<file path="src/rtl/msgpu_bus_pkg.sv">
// rtl/msgpu_bus_pkg.sv - shared types for the msgpu MCU bus receiver
package msgpu_bus_pkg;

    localparam int BUS_ENTRY_W = 9;

    typedef enum logic [2:0] {
        WAIT_LOW,
        LOW,
        RISE,
        HIGH,
        FALL
    } strobe_state_t;

    typedef struct packed {
        logic       is_command;
        logic [7:0] data;
    } bus_entry_t;

endpackage

</file>
<file path="src/rtl/msgpu_sync_fifo.sv">
// rtl/msgpu_sync_fifo.sv - single-clock first-word fall-through FIFO
module msgpu_sync_fifo #(
    parameter int WIDTH = 9,
    parameter int DEPTH = 16
) (
    input  logic                     clock,
    input  logic                     reset_n,
    input  logic                     push,
    input  logic [WIDTH-1:0]         push_data,
    input  logic                     pop,
    output logic [WIDTH-1:0]         pop_data,
    output logic                     full,
    output logic                     empty,
    output logic [$clog2(DEPTH):0]   level
);
    localparam int AW = $clog2(DEPTH);

    logic [WIDTH-1:0] mem [DEPTH];
    logic [AW:0]      wr_ptr;
    logic [AW:0]      rd_ptr;
    logic             do_push;
    logic             do_pop;

    assign level    = wr_ptr - rd_ptr;
    assign empty    = (wr_ptr == rd_ptr);
    assign full     = (level == (AW + 1)'(DEPTH));
    assign do_pop   = pop & ~empty;
    // A full FIFO still takes a push when the head leaves in the same cycle.
    assign do_push  = push & (~full | do_pop);
    assign pop_data = mem[rd_ptr[AW-1:0]];

    always_ff @(posedge clock or negedge reset_n) begin
        if (!reset_n) begin
            wr_ptr <= '0;
            rd_ptr <= '0;
        end else begin
            if (do_push) wr_ptr <= wr_ptr + 1'b1;
            if (do_pop)  rd_ptr <= rd_ptr + 1'b1;
        end
    end

    always_ff @(posedge clock) begin
        if (do_push) mem[wr_ptr[AW-1:0]] <= push_data;
    end

endmodule

</file>
<file path="src/rtl/msgpu_bus_receiver.sv">
// rtl/msgpu_bus_receiver.sv - MCU parallel bus capture into a FIFO; MSGPU_BUS_OVERFLOW_COUNT_EN adds overflow_count
module msgpu_bus_receiver
    import msgpu_bus_pkg::*;
#(
    parameter int FIFO_DEPTH    = 16,
    parameter int SYNC_STAGES   = 2,
    parameter int FILTER_CYCLES = 2
) (
    input  logic                          clock,
    input  logic                          reset_n,
    input  logic                          mcu_bus_clock,
    input  logic [7:0]                    mcu_bus,
    input  logic                          mcu_bus_command_data,
    output logic                          out_valid,
    input  logic                          out_ready,
    output logic [7:0]                    out_data,
    output logic                          out_is_command,
    output logic [$clog2(FIFO_DEPTH):0]   fifo_level,
    output logic                          overflow,
    input  logic                          overflow_clear
`ifdef MSGPU_BUS_OVERFLOW_COUNT_EN
    ,
    output logic [15:0]                   overflow_count
`endif
);
    localparam int CNT_W = $clog2(FILTER_CYCLES + 1);
    localparam logic [CNT_W-1:0] FILTER_MAX = CNT_W'(FILTER_CYCLES);
    localparam logic [CNT_W-1:0] CNT_ONE    = CNT_W'(1);

    logic [SYNC_STAGES-1:0][BUS_ENTRY_W:0] sync_q;
    logic [SYNC_STAGES-1:0]                sync_fill;
    logic                                  strobe_s;
    bus_entry_t                            sample_s;

    strobe_state_t    state, state_next;
    logic [CNT_W-1:0] cnt, cnt_next;
    bus_entry_t       latch_q, latch_next;
    logic             push;

    logic             fifo_full;
    logic             fifo_empty;
    logic             pop;
    logic             drop;
    bus_entry_t       head;

    always_ff @(posedge clock or negedge reset_n) begin
        if (!reset_n) begin
            sync_q    <= '0;
            sync_fill <= '0;
        end else begin
            sync_q    <= {sync_q[SYNC_STAGES-2:0], {mcu_bus_clock, mcu_bus_command_data, mcu_bus}};
            sync_fill <= {sync_fill[SYNC_STAGES-2:0], 1'b1};
        end
    end

    assign strobe_s = sync_q[SYNC_STAGES-1][BUS_ENTRY_W];
    assign sample_s = bus_entry_t'(sync_q[SYNC_STAGES-1][BUS_ENTRY_W-1:0]);

    always_ff @(posedge clock or negedge reset_n) begin
        if (!reset_n) begin
            state   <= WAIT_LOW;
            cnt     <= '0;
            latch_q <= '0;
        end else begin
            state   <= state_next;
            cnt     <= cnt_next;
            latch_q <= latch_next;
        end
    end

    // WAIT_LOW ignores the reset zeros still in the synchronizer until real pin samples arrive.
    always_comb begin
        state_next = state;
        cnt_next   = cnt;
        latch_next = latch_q;
        push       = 1'b0;
        case (state)
            WAIT_LOW: if (sync_fill[SYNC_STAGES-1] && !strobe_s) state_next = LOW;
            LOW: begin
                if (strobe_s) begin
                    state_next = RISE;
                    cnt_next   = CNT_ONE;
                    latch_next = sample_s;
                end
            end
            RISE: begin
                if (!strobe_s) begin
                    state_next = LOW;
                    latch_next = '0;
                end else if (cnt == FILTER_MAX) begin
                    state_next = HIGH;
                    push       = 1'b1;
                end else begin
                    cnt_next = cnt + CNT_ONE;
                end
            end
            HIGH: begin
                if (!strobe_s) begin
                    state_next = FALL;
                    cnt_next   = CNT_ONE;
                end
            end
            FALL: begin
                if (strobe_s) begin
                    state_next = HIGH;
                end else if (cnt == FILTER_MAX) begin
                    state_next = LOW;
                end else begin
                    cnt_next = cnt + CNT_ONE;
                end
            end
            default: state_next = WAIT_LOW;
        endcase
    end

    msgpu_sync_fifo #(
        .WIDTH (BUS_ENTRY_W),
        .DEPTH (FIFO_DEPTH)
    ) u_fifo (
        .clock     (clock),
        .reset_n   (reset_n),
        .push      (push),
        .push_data (latch_q),
        .pop       (pop),
        .pop_data  (head),
        .full      (fifo_full),
        .empty     (fifo_empty),
        .level     (fifo_level)
    );

    assign out_valid      = ~fifo_empty;
    assign pop            = out_valid & out_ready;
    assign drop           = push & fifo_full & ~pop;
    assign out_data       = out_valid ? head.data : 8'h00;
    assign out_is_command = out_valid & head.is_command;

    always_ff @(posedge clock or negedge reset_n) begin
        if (!reset_n) begin
            overflow <= 1'b0;
        end else if (drop) begin
            overflow <= 1'b1;
        end else if (overflow_clear) begin
            overflow <= 1'b0;
        end
    end

`ifdef MSGPU_BUS_OVERFLOW_COUNT_EN
    always_ff @(posedge clock or negedge reset_n) begin
        if (!reset_n) begin
            overflow_count <= '0;
        end else if (drop) begin
            if (overflow_clear)
                overflow_count <= 16'd1;
            else if (overflow_count != 16'hFFFF)
                overflow_count <= overflow_count + 16'd1;
        end else if (overflow_clear) begin
            overflow_count <= '0;
        end
    end
`endif

endmodule
</file>
<file path="config.mk">
export PLATFORM = sky130hd
export DESIGN_NAME = msgpu_bus_receiver
export DESIGN_NICKNAME = d
export VERILOG_FILES = /design/src/rtl/msgpu_bus_pkg.sv /design/src/rtl/msgpu_sync_fifo.sv /design/src/rtl/msgpu_bus_receiver.sv
export SDC_FILE = /design/constraint.sdc
export NUM_CORES = 1
export LEC_CHECK = 0
export CORE_UTILIZATION = 62
export DETAILED_ROUTE_END_ITERATION = 10
export DONT_BUFFER_PORTS = 1
export GPL_ROUTABILITY_DRIVEN = 0
export HOLD_SLACK_MARGIN = 0.05
export PLACE_DENSITY = 0.81
export SYNTH_ARGS = -nofsm -noshare
export SYNTH_HDL_FRONTEND = slang
export SYNTH_SLANG_ARGS = --single-unit
</file>
<file path="constraint.sdc">
create_clock -name clock -period 4.26 [get_ports clock]
set_clock_uncertainty 0.05 [all_clocks]
set_input_delay 1.065 -clock clock [delete_from_list [all_inputs] [get_ports clock]]
set_output_delay 1.065 -clock clock [all_outputs]
set_load 0.01 [all_outputs]
</file>
Yosys cells after proc, flatten, opt, wreduce, memory -nomap -nowiden
Memories as Yosys holds them, arrays and structs flattened.
Cells that the tools add are included.
{"block": "word_totals", "register_bits": 47, "latchBits": 0, "ram_bits": 144, "rom_bits": 0, "in_bits": 14, "output_inout_bits": 16, "word_cells": 74, "n_memories": 1}
{"memory": "u_fifo.mem", "words": 16, "word_bits": 9, "read_ports": 1, "rd_ports_with_merged_regs": 0, "wr": 1, "line": "msgpu_sync_fifo.sv:18", "source": "logic [WIDTH-1:0] mem [DEPTH];"}
{"block": "classes", "add_sub_neg": 4, "mul": 0, "div_mod_pow": 0, "n_lt_le_gt_ge": 0, "eq_ne": 15, "n_shift": 0, "mux": 25, "bitwise": 10, "n_reduce_logical": 9}
{"op": "$mux W3", "count": 7}
{"op": "$mux W9", "count": 2}
{"op": "$pmux W9 S2", "count": 1}
{"op": "$pmux W3 S5", "count": 1}
{"op": "$ne A2 B2 Y1 const B", "count": 6}
{"op": "$add A5 B1 Y5 const B", "count": 2}
{"op": "$mux W2", "count": 5}
{"op": "$reduce_and A5 Y1", "count": 2}
{"op": "$mux W8", "count": 1}
{"op": "$pmux W2 S4", "count": 1}
{"op": "$mux W1", "count": 7}
{"op": "$and A1 B1 Y1", "count": 6}
{"op": "$eq A3 B2 Y1 const B", "count": 2}
{"op": "$ne A3 B3 Y1 const B", "count": 2}
{"op": "$eq A5 B5 Y1", "count": 1}
{"op": "$eq A5 B5 Y1 const B", "count": 1}
{"op": "$sub A5 B5 Y5", "count": 1}
{"op": "$reduce_bool A2 Y1", "count": 2}
{"op": "$reduce_bool A4 Y1", "count": 1}
{"op": "$eq A3 B1 Y1 const B", "count": 1}
{"op": "$eq A3 B3 Y1 const B", "count": 1}
{"op": "$logic_not A3 Y1", "count": 1}
{"op": "$not A1 Y1", "count": 3}
{"op": "$reduce_and A3 Y1", "count": 1}
{"op": "5 further kinds", "count": 5}

Depth between registers and ports, before layout
{"block": "logic_depth", "depth_word": 8, "ltp_mapped": 12, "ltp_nobuf": 9}

Modules after synthesis
From an unflattened synthesis, not the netlist that was laid out.
{"block": "hier_totals", "hier_cells": 418, "area_unflattened_um2": 7762.4}
{"module": "msgpu_sync_fifo", "instances": 1, "cells_per_inst": 290, "area_per_inst_um2": 6254.7, "seq_area_each_um2": 4574.4}
{"module": "msgpu_bus_receiver", "instances": 1, "cells_per_inst": 128, "area_per_inst_um2": 1507.7, "seq_area_each_um2": 925.9}

Least setup slack after synthesis
Ideal clock, no wire load.
{"block": "synth_path", "path_type": "flip-flop to flip-flop", "start": "register u_fifo.rd_ptr[2]", "end": "memory u_fifo.mem[13][0], enable pin", "arrival_time_ns": 2.877, "t_required_ns": 3.927, "path_slack_ns": 1.050, "stages_incl_launch_ff": 12, "path_buffers": 3, "synth_period_minus_slack_ns": 3.210, "cell_sequence": "dfrtp_1 > buf_1 > inv_2 > ha_1 > nor2b_1 > o21ai_0 > a21oi_1 > or4b_1 > buf_2 > and2_4 > buf_6 > and3_1"}
{"block": "synth_via", "elab_chain_cells": 8, "word_cells_on_any_way": 11, "classes_between": "add/sub (1); eq/ne (2); mux (2); bitwise (6)"}
{"element": "start, declared", "line": "msgpu_sync_fifo.sv:20", "source": "logic [AW:0] rd_ptr;"}
{"element": "start signal, assigned", "line": "msgpu_sync_fifo.sv:38", "source": "if (do_pop) rd_ptr <= rd_ptr + 1'b1;"}
{"element": "parallel branches: the longest is 4 deep, another holds $sub A5 B5 Y5"}
{"element": "$or A1 B1 Y1 *", "line": "msgpu_sync_fifo.sv:29", "source": "assign do_push = push & (~full | do_pop);"}
{"element": "$and A1 B1 Y1 *", "line": "msgpu_sync_fifo.sv:29"}
{"element": "$mux W1 *", "line": "msgpu_sync_fifo.sv:43", "source": "if (do_push) mem[wr_ptr[AW-1:0]] <= push_data;"}
{"element": "$mux W1 (implied by the code) *", "line": "msgpu_sync_fifo.sv:43"}
{"element": "end, declared", "line": "msgpu_sync_fifo.sv:18"}
Mark *: on every way between the ends.

Worst setup path after layout
{"block": "layout_path", "start": "register u_fifo.rd_ptr[1]", "end": "output port out_data[4]"}
{"block": "layout_via", "elab_chain_cells": 2, "word_cells_on_any_way": 3, "classes_between": "eq/ne (1); mux (1); memory (1)"}
{"element": "$mem_v2 Z16 W9 or $eq A5 B5 Y1 (tied branches)"}
{"element": "$mux W8 *", "line": "msgpu_bus_receiver.sv:134", "source": "assign out_data = out_valid ? head.data : 8'h00;"}
{"element": "end, declared", "line": "msgpu_bus_receiver.sv:16", "source": "output logic [7:0] out_data,"}
Every way passes the cells marked *; elsewhere a longest branch is shown, timed or not.

==> results.json <==
{
  "clock_latency_ns": 0.43,
  "outcome": "finished, final reports clean",
  "routedWlPerCell_microns": 25.3,
  "r2r_slack_ns": 0.68,
  "timing.rr.end": "u_fifo.mem[8][6]",
  "cts_buffers": 17,
  "core_sq_mm": 0.0117,
  "cts_tree": "done",
  "leakage_nw": 2.98,
  "worst_pin_slew_ns": 0.763,
  "drv_slew": 0,
  "holdBufCountCts": 0,
  "critical_path_peak_fanout": 12,
  "final_common_cell": "edfxtp_1",
  "seq_area_frac_synth_pct": 72.6,
  "n_antenna_cell": 0,
  "clock_sinks": 191,
  "syn_inst": 432,
  "syn2layout_area_growth_pct": 8.99,
  "antenna_found_initial": 0,
  "root_buffer": "clkbuf_16",
  "clock.fmax_ghz": 0.254,
  "dr_total_vias": 3845,
  "crit_path_end_kind": "output port",
  "synth-main-ff-cell": "edfxtp_1",
  "hold_viol": 0,
  "yosysUniqueCellTypes": 42,
  "grt_usage_pct": 26.3,
  "power_density_mw_per_mm2": 683,
  "max-clock-path-buffers": 2,
  "drv_cap": 0,
  "grt_pass1_vias": 3882,
  "hp-class": "in2async",
  "die_area_sq_mm": 0.0127,
  "slew_headroom_pct": 49.0,
  "dp_hpwl_microns": 9760,
  "grt_pass1_wl_microns": 22900,
  "htree_levels": 4,
  "synth_edf_count": 144,
  "drive_gt1_share_pct": 16.5,
  "critPathKind": "reg2out",
  "initial_utilization_pct": 64.9,
  "firstDrtPassIters": 5,
  "irDropWorstVdd_v": 0.000492,
  "antenna_left": 0,
  "post-cts-setup-buffers": 0,
  "fp.dieH_microns": 113,
  "tns_ns": 0,
  "synth_async_sr_flop_share_pct": 24.6,
  "finalSetupViolCount": 0,
  "reg2reg_depth": 8,
  "synth_fp_nets": 457,
  "route.detailed.drc": 0,
  "grt_overflow": 0,
  "r2r-start": "u_fifo.rd_ptr[1]",
  "arrival_ns": 2.82,
  "clk_pin_slew_ns": 0.07,
  "final_cell_mix": "edfxtp_1, dfrtp_1, nand2_1",
  "critPathRequiredTime_ns": 3.14,
  "rows": 39,
  "die_w_microns": 113,
  "fin_nets": 460,
  "grt_max_degree": 48,
  "ys_ff_latch": 191,
  "final_util_pct": 70.8,
  "routed_wl_microns": 14900,
  "yosys_warnings": 0,
  "fin_crit_sh_pct": 92.3,
  "io_buffer_count": 0,
  "vias_per_cell": 6.51,
  "ctsResizeCount": 0,
  "io_pins": 30,
  "rsz0062_at_grt": "false",
  "netlist_area_sq_mm": 0.00757,
  "startpoint_type": "flip-flop",
  "syn_area_per_cell_sq_um": 17.5,
  "drt_iter0_drc": 447,
  "period_needed_ns": 3.93
}
## critical path, stage by stage, from the launching register on
cell and delay, ns:
dfrtp_1 0.71, inv_1 0.33, ha_1 0.39, nand4_1 0.14, nor2_1 0.62, a211oi_1 0.20
## state kept, by name (all words and copies together) (netlist names)
name and count:
cnt 2, latch_q 9, overflow 1, sample_s 9
state 3, strobe_s 1, sync_fill 2, sync_q 10
u_fifo.mem 144, u_fifo.rd_ptr 5, u_fifo.wr_ptr 5
## power breakdown
| group | switching (mW) | internal (mW) |
|---|---|---|
| Combinational | 0.819 | 0.653 |
| Sequential | 0.387 | 2.28 |
| Clock | 0.634 | 0.858 |
## worst max-delay path by stage
stage / startpoint / to / slack [ns] / depth (start not counted)
final: u_fifo.rd_ptr[1] / out_data[4] / 0.33 / 5
after global routing: u_fifo.rd_ptr[1] / out_data[4] / 0.17 / 5
after CTS: u_fifo.rd_ptr[1] / out_data[4] / 0.32 / 5
after detailed placement: u_fifo.rd_ptr[1] / u_fifo.mem[8][8] / 0.74 / 8
after global placement: u_fifo.rd_ptr[0] / u_fifo.mem[8][6] / 0.86 / 7
after floorplan: u_fifo.rd_ptr[2] / u_fifo.mem[13][0] / 1.05 / 11
## routing by layer
metal	global-route usage, %	up-vias	routed length, microns
met5	0	-	0
met4	11.2	0	299
met3	6.48	24	1150
met2	40.3	199	7210
met1	36.9	1958	6290
li1	-	1664	-
## layout make-up
| cell class | count | area [sq um] |
|---|---|---|
| sequential | 191 | 5500 |
| clock buffer | 21 | 440 |
| timing repair buffer | 4 | 30.0 |
| fill | 703 | 3410 |
| multi-input combinational | 208 | 1930 |
| tap | 143 | 179 |
| inverter | 13 | 48.8 |
| clock inverter | 11 | 119 |
## logic make-up after synthesis
family	count (synthesis)	share of synthesized area, %
multiplexers	46	12.0
buffers and inverters	33	1.82
adder cells (fa/ha/maj)	11	1.92
AO/OA/AOI/OAI	35	2.86
flip-flops	191	72.6
other	1	0.0495
AND/OR/NAND/NOR	101	6.94
XOR/XNOR	14	1.72
## cells in the mapped netlist, types with 5 or more instances
| cell | instances | share of area, % |
|---|---|---|
| dfrtp_1 | 47 | 16 |
| xnor2_1 | 11 | 1.3 |
| inv_1 | 11 | 0.55 |
| mux4_2 | 36 | 11 |
| nor2b_1 | 5 | 0.41 |
| edfxtp_1 | 144 | 57 |
| a211oi_1 | 9 | 0.89 |
| nor2_1 | 8 | 0.40 |
| nand2_1 | 40 | 2.0 |
| clkbuf_1 | 11 | 0.55 |
| buf_2 | 5 | 0.33 |
| o21ai_1 | 11 | 0.73 |
| and3_1 | 26 | 2.1 |
| mux2i_1 | 9 | 1.2 |
| ha_1 | 10 | 1.7 |
## through the flow
stage	hold WS, ns	setup WS, ns	power, mW	cells	instance area, sq um
finish	0.276	0.329	5.63	591	8250
global route	0.256	0.166	5.89	591	8250
CTS	0.262	0.316	5.67	591	8250
detailed placement	0.285	0.743	4.16	559	7690
global placement	0.282	0.857	4.11	559	7690
floorplan	0.281	1.05	3.67	432	7570
No activity file was read; power rests on OpenSTA's default activity.
